===== src/rtl/dqn_train_scheduler_if.sv =====
// -----------------------------------------------------------------------------
// dqn_train_scheduler_if
// Bundles the handshake signals of the DQN training scheduler: the episode
// start from the top-level FSM, the replay-memory read port and the ANN
// sample/backprop/target-update handshake.
//   master : environment side (drives i_*, observes o_*)
//   slave  : scheduler side   (observes i_*, drives o_*)
// -----------------------------------------------------------------------------
interface dqn_train_scheduler_if #(
    parameter int MEMORY_ADDR_WIDTH = 14,
    parameter int UPDATE_PERIOD     = 4
);
    logic                                 i_start;
    logic [MEMORY_ADDR_WIDTH:0]           i_mem_count;
    logic                                 i_rd_valid;
    logic                                 i_main_net_done;
    logic                                 i_update_done;
    logic                                 o_rd_en;
    logic [MEMORY_ADDR_WIDTH-1:0]         o_rd_addr;
    logic                                 o_sample_valid;
    logic                                 o_update_request;
    logic                                 o_train_mode;
    logic                                 o_train_done;
    logic [$clog2(UPDATE_PERIOD+1)-1:0]   o_batch_cnt;

    modport master (
        output i_start, i_mem_count, i_rd_valid, i_main_net_done, i_update_done,
        input  o_rd_en, o_rd_addr, o_sample_valid, o_update_request,
               o_train_mode, o_train_done, o_batch_cnt
    );

    modport slave (
        input  i_start, i_mem_count, i_rd_valid, i_main_net_done, i_update_done,
        output o_rd_en, o_rd_addr, o_sample_valid, o_update_request,
               o_train_mode, o_train_done, o_batch_cnt
    );
endinterface


===== src/rtl/dqn_train_scheduler.sv =====
// -----------------------------------------------------------------------------
// dqn_train_scheduler
// Runs one DQN training batch per finished episode: draws replay-memory
// addresses, issues one read per sample, hands each sample to the ANN, waits
// for its backprop, and requests a target-network update every UPDATE_PERIOD
// batches.
//
// Ports:
//   clk    : rising-edge clock
//   rst_n  : synchronous reset, ACTIVE HIGH (name kept for codebase reasons)
//   bus    : dqn_train_scheduler_if.slave
//            i_start, i_mem_count          episode-done / replay fill level
//            o_rd_en, o_rd_addr, i_rd_valid  replay read port
//            o_sample_valid, i_main_net_done ANN sample handshake
//            o_update_request, i_update_done target-network update handshake
//            o_train_mode, o_train_done, o_batch_cnt status
//
// Build option:
//   DQN_TRAIN_SCHED_SEQ_ADDR_EN - addresses come from a wrapping sequential
//   counter instead of LFSR rejection sampling.
//
// All outputs are registered from the next-state value, so each strobe is
// high exactly during the cycle the FSM sits in the matching state.
// -----------------------------------------------------------------------------
module dqn_train_scheduler #(
    parameter int          MEMORY_ADDR_WIDTH = 14,
    parameter int          BATCH_SIZE        = 128,
    parameter int          UPDATE_PERIOD     = 4,
    parameter logic [15:0] LFSR_SEED         = 16'hACE1
) (
    input  logic                   clk,
    input  logic                   rst_n,
    dqn_train_scheduler_if.slave   bus
);
    localparam int AW = MEMORY_ADDR_WIDTH;
    localparam int CW = MEMORY_ADDR_WIDTH + 1;
    localparam int SW = $clog2(BATCH_SIZE + 1);
    localparam int BW = $clog2(UPDATE_PERIOD + 1);

    localparam logic [CW-1:0] ADDR_SPACE  = {1'b1, {AW{1'b0}}};
    localparam logic [31:0]   BATCH_U     = BATCH_SIZE;
    localparam logic [SW-1:0] LAST_SAMPLE = SW'(BATCH_SIZE - 1);
    localparam logic [BW-1:0] LAST_BATCH  = BW'(UPDATE_PERIOD - 1);

    typedef enum logic [2:0] {
        S_IDLE, S_GEN, S_ISSUE, S_WAIT_RD, S_WAIT_NET, S_BATCH_END, S_UPDATE, S_DONE
    } state_e;

    state_e          state_q, state_d;
    logic [CW-1:0]   cnt_lat_q, cnt_lat_d;
    logic [SW-1:0]   sample_cnt_q, sample_cnt_d;
    logic [BW-1:0]   batch_cnt_q, batch_cnt_d;
    logic [AW-1:0]   rd_addr_q, rd_addr_d;
    logic            rd_en_q, rd_en_d;
    logic            sample_valid_q, sample_valid_d;
    logic            update_req_q, update_req_d;
    logic            train_mode_q, train_mode_d;
    logic            train_done_q, train_done_d;

    logic [CW-1:0]   cnt_cap;
    logic            skip;
    logic [AW-1:0]   cand;
    logic            cand_ok;

    // The latched count is only meaningful up to the address space size.
    assign cnt_cap = (cnt_lat_q > ADDR_SPACE) ? ADDR_SPACE : cnt_lat_q;
    // The skip decision reads the latched count, so it is taken in the first
    // GEN cycle; a too-small memory therefore leaves GEN for DONE at once.
    assign skip    = 32'(cnt_lat_q) < BATCH_U;

`ifdef DQN_TRAIN_SCHED_SEQ_ADDR_EN
    logic [AW-1:0] seq_addr_q, seq_addr_d;

    assign cand    = seq_addr_q;
    assign cand_ok = 1'b1;

    always_comb begin
        seq_addr_d = seq_addr_q;
        if (state_q == S_GEN && !skip) begin
            if ({1'b0, seq_addr_q} + CW'(1) >= cnt_cap) seq_addr_d = '0;
            else                                         seq_addr_d = seq_addr_q + AW'(1);
        end
    end

    always_ff @(posedge clk) begin
        if (rst_n) seq_addr_q <= '0;
        else       seq_addr_q <= seq_addr_d;
    end
`else
    localparam logic [15:0] SEED = (LFSR_SEED == 16'h0000) ? 16'h0001 : LFSR_SEED;

    logic [15:0] lfsr_q, lfsr_d;

    assign cand    = lfsr_q[AW-1:0];
    // Rejection sampling: only addresses inside the filled region are taken.
    assign cand_ok = ({1'b0, cand} < cnt_cap);

    // Fibonacci taps 16,14,13,11; one step per GEN cycle, accepted or not.
    always_comb begin
        lfsr_d = lfsr_q;
        if (state_q == S_GEN)
            lfsr_d = {lfsr_q[14:0], lfsr_q[15] ^ lfsr_q[13] ^ lfsr_q[12] ^ lfsr_q[10]};
    end

    always_ff @(posedge clk) begin
        if (rst_n) lfsr_q <= SEED;
        else       lfsr_q <= lfsr_d;
    end
`endif

    always_comb begin
        state_d      = state_q;
        cnt_lat_d    = cnt_lat_q;
        sample_cnt_d = sample_cnt_q;
        batch_cnt_d  = batch_cnt_q;
        rd_addr_d    = rd_addr_q;

        case (state_q)
            S_IDLE: begin
                if (bus.i_start) begin
                    cnt_lat_d    = bus.i_mem_count;
                    sample_cnt_d = '0;
                    state_d      = S_GEN;
                end
            end
            S_GEN: begin
                if (skip) begin
                    state_d = S_DONE;
                end else if (cand_ok) begin
                    rd_addr_d = cand;
                    state_d   = S_ISSUE;
                end
            end
            // A read response already in the strobe cycle is taken directly.
            S_ISSUE:   state_d = bus.i_rd_valid ? S_WAIT_NET : S_WAIT_RD;
            S_WAIT_RD: if (bus.i_rd_valid) state_d = S_WAIT_NET;
            S_WAIT_NET: begin
                if (bus.i_main_net_done) begin
                    if (sample_cnt_q == LAST_SAMPLE) begin
                        state_d = S_BATCH_END;
                    end else begin
                        sample_cnt_d = sample_cnt_q + SW'(1);
                        state_d      = S_GEN;
                    end
                end
            end
            S_BATCH_END: begin
                if (batch_cnt_q == LAST_BATCH) begin
                    batch_cnt_d = '0;
                    state_d     = S_UPDATE;
                end else begin
                    batch_cnt_d = batch_cnt_q + BW'(1);
                    state_d     = S_DONE;
                end
            end
            S_UPDATE: if (bus.i_update_done) state_d = S_DONE;
            S_DONE:   state_d = S_IDLE;
            default:  state_d = S_IDLE;
        endcase

        // Outputs are decoded from the next state and registered.
        rd_en_d        = (state_d == S_ISSUE);
        sample_valid_d = (state_d == S_WAIT_NET) && (state_q != S_WAIT_NET);
        update_req_d   = (state_d == S_UPDATE)   && (state_q != S_UPDATE);
        train_done_d   = (state_d == S_DONE);
        train_mode_d   = (state_d != S_IDLE) && (state_d != S_DONE);
    end

    always_ff @(posedge clk) begin
        if (rst_n) begin
            state_q        <= S_IDLE;
            cnt_lat_q      <= '0;
            sample_cnt_q   <= '0;
            batch_cnt_q    <= '0;
            rd_addr_q      <= '0;
            rd_en_q        <= 1'b0;
            sample_valid_q <= 1'b0;
            update_req_q   <= 1'b0;
            train_mode_q   <= 1'b0;
            train_done_q   <= 1'b0;
        end else begin
            state_q        <= state_d;
            cnt_lat_q      <= cnt_lat_d;
            sample_cnt_q   <= sample_cnt_d;
            batch_cnt_q    <= batch_cnt_d;
            rd_addr_q      <= rd_addr_d;
            rd_en_q        <= rd_en_d;
            sample_valid_q <= sample_valid_d;
            update_req_q   <= update_req_d;
            train_mode_q   <= train_mode_d;
            train_done_q   <= train_done_d;
        end
    end

    assign bus.o_rd_en          = rd_en_q;
    assign bus.o_rd_addr        = rd_addr_q;
    assign bus.o_sample_valid   = sample_valid_q;
    assign bus.o_update_request = update_req_q;
    assign bus.o_train_mode     = train_mode_q;
    assign bus.o_train_done     = train_done_q;
    assign bus.o_batch_cnt      = batch_cnt_q;

endmodule


===== src/flat_wrapper.sv =====
// flat-port wrapper written by rule: the top's interface ports become plain ports
module dqn_train_scheduler_flat 
#(
    parameter int          MEMORY_ADDR_WIDTH = 14,
    parameter int          BATCH_SIZE        = 128,
    parameter int          UPDATE_PERIOD     = 4,
    parameter logic [15:0] LFSR_SEED         = 16'hACE1
)
  (clk, rst_n, bus_i_start, bus_i_mem_count, bus_i_rd_valid, bus_i_main_net_done, bus_i_update_done, bus_o_rd_en, bus_o_rd_addr, bus_o_sample_valid, bus_o_update_request, bus_o_train_mode, bus_o_train_done, bus_o_batch_cnt);
  dqn_train_scheduler_if #(.MEMORY_ADDR_WIDTH(MEMORY_ADDR_WIDTH), .UPDATE_PERIOD(UPDATE_PERIOD)) bus_i ();
  input  logic clk;
  input  logic rst_n;
  input wire logic [$bits(bus_i.i_start)-1:0] bus_i_start;
  input wire logic [$bits(bus_i.i_mem_count)-1:0] bus_i_mem_count;
  input wire logic [$bits(bus_i.i_rd_valid)-1:0] bus_i_rd_valid;
  input wire logic [$bits(bus_i.i_main_net_done)-1:0] bus_i_main_net_done;
  input wire logic [$bits(bus_i.i_update_done)-1:0] bus_i_update_done;
  output wire logic [$bits(bus_i.o_rd_en)-1:0] bus_o_rd_en;
  output wire logic [$bits(bus_i.o_rd_addr)-1:0] bus_o_rd_addr;
  output wire logic [$bits(bus_i.o_sample_valid)-1:0] bus_o_sample_valid;
  output wire logic [$bits(bus_i.o_update_request)-1:0] bus_o_update_request;
  output wire logic [$bits(bus_i.o_train_mode)-1:0] bus_o_train_mode;
  output wire logic [$bits(bus_i.o_train_done)-1:0] bus_o_train_done;
  output wire logic [$bits(bus_i.o_batch_cnt)-1:0] bus_o_batch_cnt;
  assign bus_i.i_start = bus_i_start;
  assign bus_i.i_mem_count = bus_i_mem_count;
  assign bus_i.i_rd_valid = bus_i_rd_valid;
  assign bus_i.i_main_net_done = bus_i_main_net_done;
  assign bus_i.i_update_done = bus_i_update_done;
  assign bus_o_rd_en = bus_i.o_rd_en;
  assign bus_o_rd_addr = bus_i.o_rd_addr;
  assign bus_o_sample_valid = bus_i.o_sample_valid;
  assign bus_o_update_request = bus_i.o_update_request;
  assign bus_o_train_mode = bus_i.o_train_mode;
  assign bus_o_train_done = bus_i.o_train_done;
  assign bus_o_batch_cnt = bus_i.o_batch_cnt;
  dqn_train_scheduler #(.MEMORY_ADDR_WIDTH(MEMORY_ADDR_WIDTH), .BATCH_SIZE(BATCH_SIZE), .UPDATE_PERIOD(UPDATE_PERIOD), .LFSR_SEED(LFSR_SEED)) u_core (.clk(clk), .rst_n(rst_n), .bus(bus_i));
endmodule

===== config.mk =====
export PLATFORM = sky130hd
export DESIGN_NAME = dqn_train_scheduler_flat
export DESIGN_NICKNAME = d
export VERILOG_FILES = /design/src/rtl/dqn_train_scheduler_if.sv /design/src/rtl/dqn_train_scheduler.sv /design/src/flat_wrapper.sv
export SDC_FILE = /design/constraint.sdc
export NUM_CORES = 1
export LEC_CHECK = 0
export ABC_AREA = 1
export BUFFER_PORTS_ARGS = -buffer_cell sky130_fd_sc_hd__buf_4
export CAP_MARGIN = 10
export CORE_MARGIN = 4
export CORE_UTILIZATION = 61
export CTS_BUF_LIST = sky130_fd_sc_hd__clkbuf_4 sky130_fd_sc_hd__clkbuf_8 sky130_fd_sc_hd__clkbuf_16
export DETAILED_ROUTE_END_ITERATION = 8
export GPL_TIMING_DRIVEN = 1
export PLACE_DENSITY = 0.84
export RECOVER_POWER = 50
export SLEW_MARGIN = 10
export SYNTH_ARGS = -nofsm -noshare
export SYNTH_HDL_FRONTEND = slang
export SYNTH_SLANG_ARGS = --single-unit

===== constraint.sdc =====
create_clock -name clk -period 5.5 [get_ports clk]
set_clock_uncertainty 0.15 [all_clocks]
set_input_delay 1.1 -clock clk [delete_from_list [all_inputs] [get_ports clk]]
set_output_delay 1.1 -clock clk [all_outputs]
set_load 0.005 [all_outputs]

==> results of run 1 <==
==> critical path, stage by stage, from the launching register on <==
cell	delay [ns]
dfxtp_1	0.33
nor2_1	0.14
nand2_1	0.07
nor2_1	0.12
nand2_1	0.08
nand2_2	0.18
nand2_1	0.08
ha_1	0.29
a21oi_1	0.14
o21ai_0	0.10
a221oi_2	0.33
nand4_2	0.69
o21ai_1	0.45
a21oi_2	0.05
==> registers in the layout, summed over array words and instances (netlist names) <==
name,cells
u_core.cnt_lat_q,15
u_core.bus.o_batch_cnt,3
u_core.bus.o_rd_addr,14
u_core.bus.o_rd_en,1
u_core.state_q,3
u_core.lfsr_q,16
u_core.bus.o_update_request,1
u_core.bus.o_train_mode,1
u_core.bus.o_train_done,1
u_core.bus.o_sample_valid,1
u_core.sample_cnt_q,8
==> cells by family (layout without fill, tap and decap cells) <==
group                    count (synthesis)  after routing  share of synthesized area
XOR/XNOR                                 5              5                     0.0150
flip-flops                              64             64                      0.440
adder cells (fa/ha/maj)                 15             15                     0.0644
AND/OR/NAND/NOR                        161            161                      0.239
AO/OA/AOI/OAI                           84             84                      0.164
buffers and inverters                   56             97                     0.0782
==> metal layers <==
metal	up-vias	routed length, um
met5	-	0
met4	0	130
met3	16	326
met2	63	2530
met1	1167	2790
li1	1330	-
==> how the worst max path moves through the flow <==
stage,depth (start not counted),end,startpoint,slack (ns)
after floorplan,15,u_core.bus.o_rd_addr[10],u_core.cnt_lat_q[9],2.89
after global placement,13,u_core.bus.o_rd_addr[7],u_core.cnt_lat_q[10],2.36
after detailed placement,13,u_core.bus.o_rd_addr[11],u_core.cnt_lat_q[11],2.22
after CTS,13,u_core.bus.o_rd_addr[8],u_core.cnt_lat_q[11],2.19
after global routing,13,u_core.bus.o_rd_addr[8],u_core.cnt_lat_q[11],1.79
final,13,u_core.bus.o_rd_addr[8],u_core.cnt_lat_q[11],2.17
==> Yosys cell counts <==
master / instances / area, sq um
a211oi_1: 1 / 7.51
a21oi_1: 34 / 170
a21oi_2: 9 / 78.8
a221oi_2: 1 / 15.0
buf_1: 1 / 3.75
buf_2: 2 / 10.0
buf_6: 2 / 22.5
clkbuf_1: 11 / 41.3
dfxtp_1: 64 / 1280
ha_1: 15 / 188
inv_1: 33 / 124
inv_2: 7 / 26.3
nand2_1: 74 / 278
nand2_2: 2 / 12.5
nand3_1: 24 / 120
nand4_1: 1 / 6.26
nand4_2: 2 / 25.0
nor2_1: 45 / 169
nor2_2: 2 / 12.5
nor2_8: 1 / 20.0
nor3_1: 8 / 40.0
nor4_1: 2 / 12.5
o211a_2: 1 / 10.0
o211ai_1: 1 / 7.51
o21ai_0: 20 / 100
o21ai_1: 16 / 80.1
o21bai_1: 1 / 7.51
xnor2_1: 3 / 26.3
xor2_1: 2 / 17.5
==> through the flow <==
step / power [mW] / area, sq um
floorplan: 1.25 / 2910
global placement: 1.41 / 3220
detailed placement: 1.44 / 3220
CTS: 1.89 / 3440
global route: 2.02 / 3420
finish: 1.86 / 3420
==> cell type report <==
type	count	area (sq um)	share of cell area
multi-input combinational	265	1390	0.406
sequential	64	1280	0.375
timing repair buffer	42	312	0.0911
clock buffer	12	159	0.0465
inverter	40	150	0.0439
clock inverter	3	65.1	0.0190
tap	52	65.1	0.0190
==> power by group through the flow <==
stage                     sequential [mW]  combinational [mW]  clock, mW
after CTS                           0.708               0.729      0.456
after global placement              0.714               0.693          0
after detailed placement            0.718               0.720          0
after global routing                0.728               0.808      0.481
final                               0.709               0.705      0.450
after floorplan                     0.694               0.558          0
==> results.py, run 1 <==
metrics = {
    "timing": {
        "worst_slack_ns": 2.17,
        "tightest_slew_ns": 1.18,
        "period_minus_slack_ns": 3.33,
        "hold_viol_final": 0,
        "final_max_slew_viol_count": 0,
        "fmax_mhz": 301,
        "whs_ns": 0.294,
        "setup_viol": 0,
        "maxSlewHeadroom": 0.210,
        "min_period_over_period": 0.605,
        "finalSetupTns_ns": 0,
        "rsz0062_at_grt": "no",
    },
    "hold_path": {
        "hp-class": "register to register",
        "whs_path_depth": 2,
        "hp-start": "u_core.bus.o_rd_addr[0]",
        "holdPathEnd": "u_core.bus.o_rd_addr[0]",
    },
    "cts": {
        "insertion_delay_ns": 0.33,
        "cts-root-buf": "clkbuf_8",
        "cts_hold_buf": 0,
        "htree_levels": 3,
        "clk_pin_slew_ns": 0.06,
        "cts_buffers": 9,
        "numClockSinks": 64,
        "cts.repair.resized": 0,
        "cts_tree": "yes",
        "post-cts-setup-buffers": 0,
        "cts_buffer_depth": 2,
    },
    "power_and_ir_drop": {
        "clock_power_share": 0.241,
        "share_seq_of_total_power": 0.380,
        "power_frac_comb": 0.378,
        "peakVddDrop_mv": 0.350,
        "netSwitchingFraction": 0.379,
        "p_int_mw": 1.16,
        "switching_power_uw": 706,
        "power_density_mw_per_mm2": 545,
        "p_leak_nw": 1.48,
    },
    "place": {
        "placement.io_buffers": 42,
        "hpwlAfterDp_um": 4200,
        "gp_congestion": 0.886,
        "placed_cells": 463,
        "pre_cts_slack_ns": 2.22,
    },
    "layout": {
        "syn2layout_area_growth_pct": 17.4,
        "layoutNonFillerInstCount": 478,
        "mostFrequentLayoutCells": "74 x nand2_1, 64 x dfxtp_1, 46 x nor2_1, 34 x a21oi_1, 33 x inv_1",
        "drive_gt1_frac": 0.185,
        "layout_commonest_cell": "nand2_1",
        "fillers": 327,
        "insertedDiodeCount": 0,
        "utilization": 0.764,
        "nets": 458,
    },
    "worst_setup_path": {
        "r2r_setup_slack_ns": 2.17,
        "arrival_ns": 3.38,
        "r2r_end": "u_core.bus.o_rd_addr[8]",
        "crit_type": "register to register",
        "crit_path_start_kind": "register",
        "r2r_start": "u_core.cnt_lat_q[11]",
        "worst-r2r-cell-count": 13,
        "cp.required_ns": 5.55,
        "end_kind": "register",
        "crit_fanout": 29,
    },
    "job": {
        "cap_viol_max_count": 0,
    },
    "global_route": {
        "grt_pass1_vias": 2312,
        "grt_busiest_layer": "met2",
        "grt.met1_usage": 0.264,
        "grt.total_usage": 0.204,
        "grt_start_max_net_pins": 41,
        "grt_pass1_wl_um": 9920,
        "grt_overflow": 0,
        "use_met3": 0.0398,
        "antenna_found_initial": 0,
        "met2_usage": 0.326,
    },
    "synth": {
        "ys_ff_latch": 64,
        "synth_cells": 385,
        "syn_area_sq_mm": 0.00291,
        "ys.warnings.count": 0,
        "ys_types": 29,
        "synth.avg_cell_area_sq_um": 7.57,
        "syn_nets": 421,
        "seq_area_frac_synth": 0.440,
    },
    "floorplan": {
        "coreArea_sq_mm": 0.00447,
        "fp-row-count": 24,
        "die_w_um": 77.1,
        "start_util": 0.651,
        "die_h_um": 77.1,
        "pin_count": 43,
        "die-area_sq_mm": 0.00594,
    },
    "routing": {
        "antenna_left": 0,
        "firstDrtPassIters": 5,
        "wirelength_um": 5780,
        "num_vias": 2576,
        "drt_iter0_drc": 199,
        "wl_per_cell_um": 12.1,
        "vias_per_cell": 5.39,
        "remaining_drc_errors": 0,
    },
    "run_status": {
        "outcome": "finished, final reports clean",
    },
}
No activity file was read; power rests on OpenSTA's default activity.
==> inputs of run 2 (changes only) <==
Settings changed: ABC_AREA 1 to 0, CORE_UTILIZATION 61 to 57, PLACE_DENSITY 0.84 to 0.79.
Clock period 5.5 ns to 3.49 ns, I/O delays scaled along.
==> run 2 against run 1 <==
Net effect: design area is 6.6% higher; largest cell class unchanged; combinational power grew 52%; critical path type unchanged; critical path depth fell by 1; fmax is 23% higher.
==> results.py, run 2 <==
metrics = {
    "cts": {
        "cts_buffer_depth": 2,
        "cts_hold_buf": 0,
        "clk_pin_slew_ns": 0.07,
        "cts_tree": "yes",
        "post-cts-setup-buffers": 0,
        "insertion_delay_ns": 0.33,
        "cts-root-buf": "clkbuf_8",
        "htree_levels": 3,
        "cts.repair.resized": 0,
        "numClockSinks": 64,
        "cts_buffers": 9,
    },
    "power_and_ir_drop": {
        "peakVddDrop_mv": 0.404,
        "netSwitchingFraction": 0.381,
        "clock_power_share": 0.229,
        "switching_power_mw": 1.09,
        "power_density_mw_per_mm2": 782,
        "p_int_mw": 1.77,
        "p_leak_nw": 1.40,
        "power_frac_comb": 0.375,
        "share_seq_of_total_power": 0.395,
        "p_total_mw": 2.85,
    },
    "worst_setup_path": {
        "crit_fanout": 14,
        "end_kind": "register",
        "critPathSlowestCell": "nor4_1",
        "crit_family": "simple AND/OR/NAND/NOR gates",
        "crit_type": "register to register",
        "arrival_ns": 2.81,
        "cpMostUsedCell": "nand2_1",
        "crit_path_start_kind": "register",
        "cp.required_ns": 3.61,
        "critPathMaxStageDelay_ns": 0.35,
        "critPathBufInv": 1,
        "path_cells": "nor4_1 > nand4_1 > nand2_1 > nand2_1 > ha_1 > a21oi_1 > o221ai_1 > nand2_1 > nand2_1 > nor3b_4 > buf_4 > mux2i_1",
    },
    "synth": {
        "ys_ff_latch": 64,
        "synth_top_area_cell": "dfxtp_1",
        "seq_area_frac_synth": 0.412,
        "ys_top_cells_by_count": "74 x nand2_1, 64 x dfxtp_1, 43 x nand2b_1",
        "syn_area_sq_mm": 0.00311,
        "synth_edf_count": 0,
        "async_flop_share": 0,
        "synth_cells": 370,
        "synth.avg_cell_area_sq_um": 8.41,
        "yosysTopAreaCellShare": 0.412,
        "post-synth-top-count-cell": "nand2_1",
        "ys.warnings.count": 0,
        "ys_types": 44,
        "synth_top_cells_by_area": "dfxtp_1 41%, nand2_1 8.9%, nand2b_1 8.6%",
        "synthFlopType": "dfxtp_1",
        "syn_nets": 406,
    },
    "routing": {
        "remaining_drc_errors": 0,
        "wl_per_cell_um": 12.7,
        "wirelength_um": 6120,
        "num_vias": 2553,
        "drt_iter0_drc": 249,
        "firstDrtPassIters": 4,
        "vias_per_cell": 5.32,
        "antenna_left": 0,
    },
    "floorplan": {
        "coreArea_sq_mm": 0.00520,
        "pin_count": 43,
        "die_h_um": 81.9,
        "die_w_um": 81.9,
        "start_util": 0.598,
        "die-area_sq_mm": 0.00671,
        "fp-row-count": 26,
    },
    "timing": {
        "tightest_slew_ns": 0.671,
        "rsz0062_at_grt": "no",
        "hold_viol_final": 0,
        "period_minus_slack_ns": 2.70,
        "min_period_over_period": 0.773,
        "fmax_mhz": 371,
        "maxSlewHeadroom": 0.552,
        "setup_viol": 0,
        "final_max_slew_viol_count": 0,
        "finalSetupTns_ns": 0,
    },
    "place": {
        "placement.io_buffers": 42,
        "placed_cells": 464,
        "gp_congestion": 0.806,
        "hpwlAfterDp_um": 4340,
    },
    "global_route": {
        "antenna_found_initial": 0,
        "grt.total_usage": 0.195,
        "grt_pass1_wl_um": 10200,
        "grt_overflow": 0,
        "grt_pass1_vias": 2341,
        "grt_start_max_net_pins": 72,
    },
    "layout": {
        "insertedDiodeCount": 0,
        "syn2layout_area_growth_pct": 17.2,
        "register_area_sq_mm": 0.00128,
        "largest_register": "u_core.lfsr_q",
        "drive_gt1_frac": 0.159,
        "mostFrequentLayoutCells": "74 x nand2_1, 64 x dfxtp_1, 43 x nand2b_1, 37 x a21oi_1, 24 x clkbuf_4",
        "fillers": 449,
        "largest_reg_flops": 16,
        "layout_commonest_cell": "nand2_1",
        "nets": 441,
        "layoutNonFillerInstCount": 480,
        "multiInputGateArea_sq_mm": 0.00172,
    },
    "run_status": {
        "outcome": "finished, final reports clean",
    },
    "hold_path": {
        "hp-class": "register to register",
    },
    "job": {
        "cap_viol_max_count": 0,
    },
}
-- run 2: cell count changes in the layout (fill, tap and decap cells not counted), sizes merged, moves of 5 or more --
| cell | previous run | this run |
|---|---|---|
| nand3b | 0 | 12 |
| xnor2 | 3 | 8 |
| o21ai | 36 | 5 |
| mux2i | 0 | 15 |
| nand3 | 24 | 6 |
| a21oi | 43 | 37 |
| nand2b | 0 | 43 |
| inv | 39 | 6 |
| nor2 | 48 | 19 |
-- run 2: kinds of logic (layout without fill, tap and decap cells) --
family          after synthesis  count (layout)  synth area share
buf+inv                      26              66            0.0362
fa+ha+maj                    15              15            0.0603
mux                          15              15            0.0482
xor+xnor                      8               8            0.0225
compound gates               60              60             0.119
simple gates                182             182             0.302
flops                        64              64             0.412
-- run 2: layer usage --
metal	global-route usage	part of all wire
met5	0	0
met4	0.0714	0.0092
met3	0.0559	0.062
met2	0.317	0.45
met1	0.245	0.48
-- run 2: per-stage QoR --
stage	cell area (sq um)	util	setup WS, ns	hold slack [ns]
after global routing	3650	0.700	0.478	0.323
after detailed placement	3440	0.661	0.800	0.297
final	3650	0.700	0.793	0.295
after CTS	3650	0.700	0.759	0.306
after global placement	3440	0.661	0.931	0.285
after floorplan	3110	-	0.990	0.287
-- run 2: final cells by class --
| type | instances | share of cell area |
|---|---|---|
| clock buffers | 13 | 0.0456 |
| inverters | 6 | 0.00618 |
| flip-flops and latches | 64 | 0.351 |
| multi-input cells | 280 | 0.471 |
| repair buffers | 44 | 0.0906 |
| well taps | 70 | 0.0240 |
| clock inverters | 3 | 0.0110 |
-- run 2: path summary, 6_finish.rpt --
path | start | depth (start not counted) | end | slack, ns
worst min register to register | u_core.bus.o_batch_cnt[2] | 2 | u_core.bus.o_batch_cnt[2] | 0.29
worst min-delay path | u_core.bus.o_batch_cnt[2] | 2 | u_core.bus.o_batch_cnt[2] | 0.29
worst max register to register | u_core.cnt_lat_q[10] | 12 | u_core.bus.o_rd_addr[11] | 0.79
worst max-delay path | u_core.cnt_lat_q[10] | 12 | u_core.bus.o_rd_addr[11] | 0.79
-- run 2: worst register-to-register path: cells and delay by family (launching register included) --
family | cells | cell delay (ns)
adders and majority gates | 1 | 0.31
buffers and inverters | 1 | 0.28
and+or+nand+nor | 7 | 1.09
muxes | 1 | 0.22
AOI/OAI and AO/OA | 2 | 0.25
DFF | 1 | 0.33
-- run 2: power groups by stage --
stage               sequential [mW]  combinational [mW]  clock, mW
floorplan                      1.03               0.904          0
global placement               1.13                1.04          0
detailed placement             1.14                1.07          0
CTS                            1.13                1.08      0.664
global route                   1.16                1.21      0.695
finish                         1.13                1.07      0.654
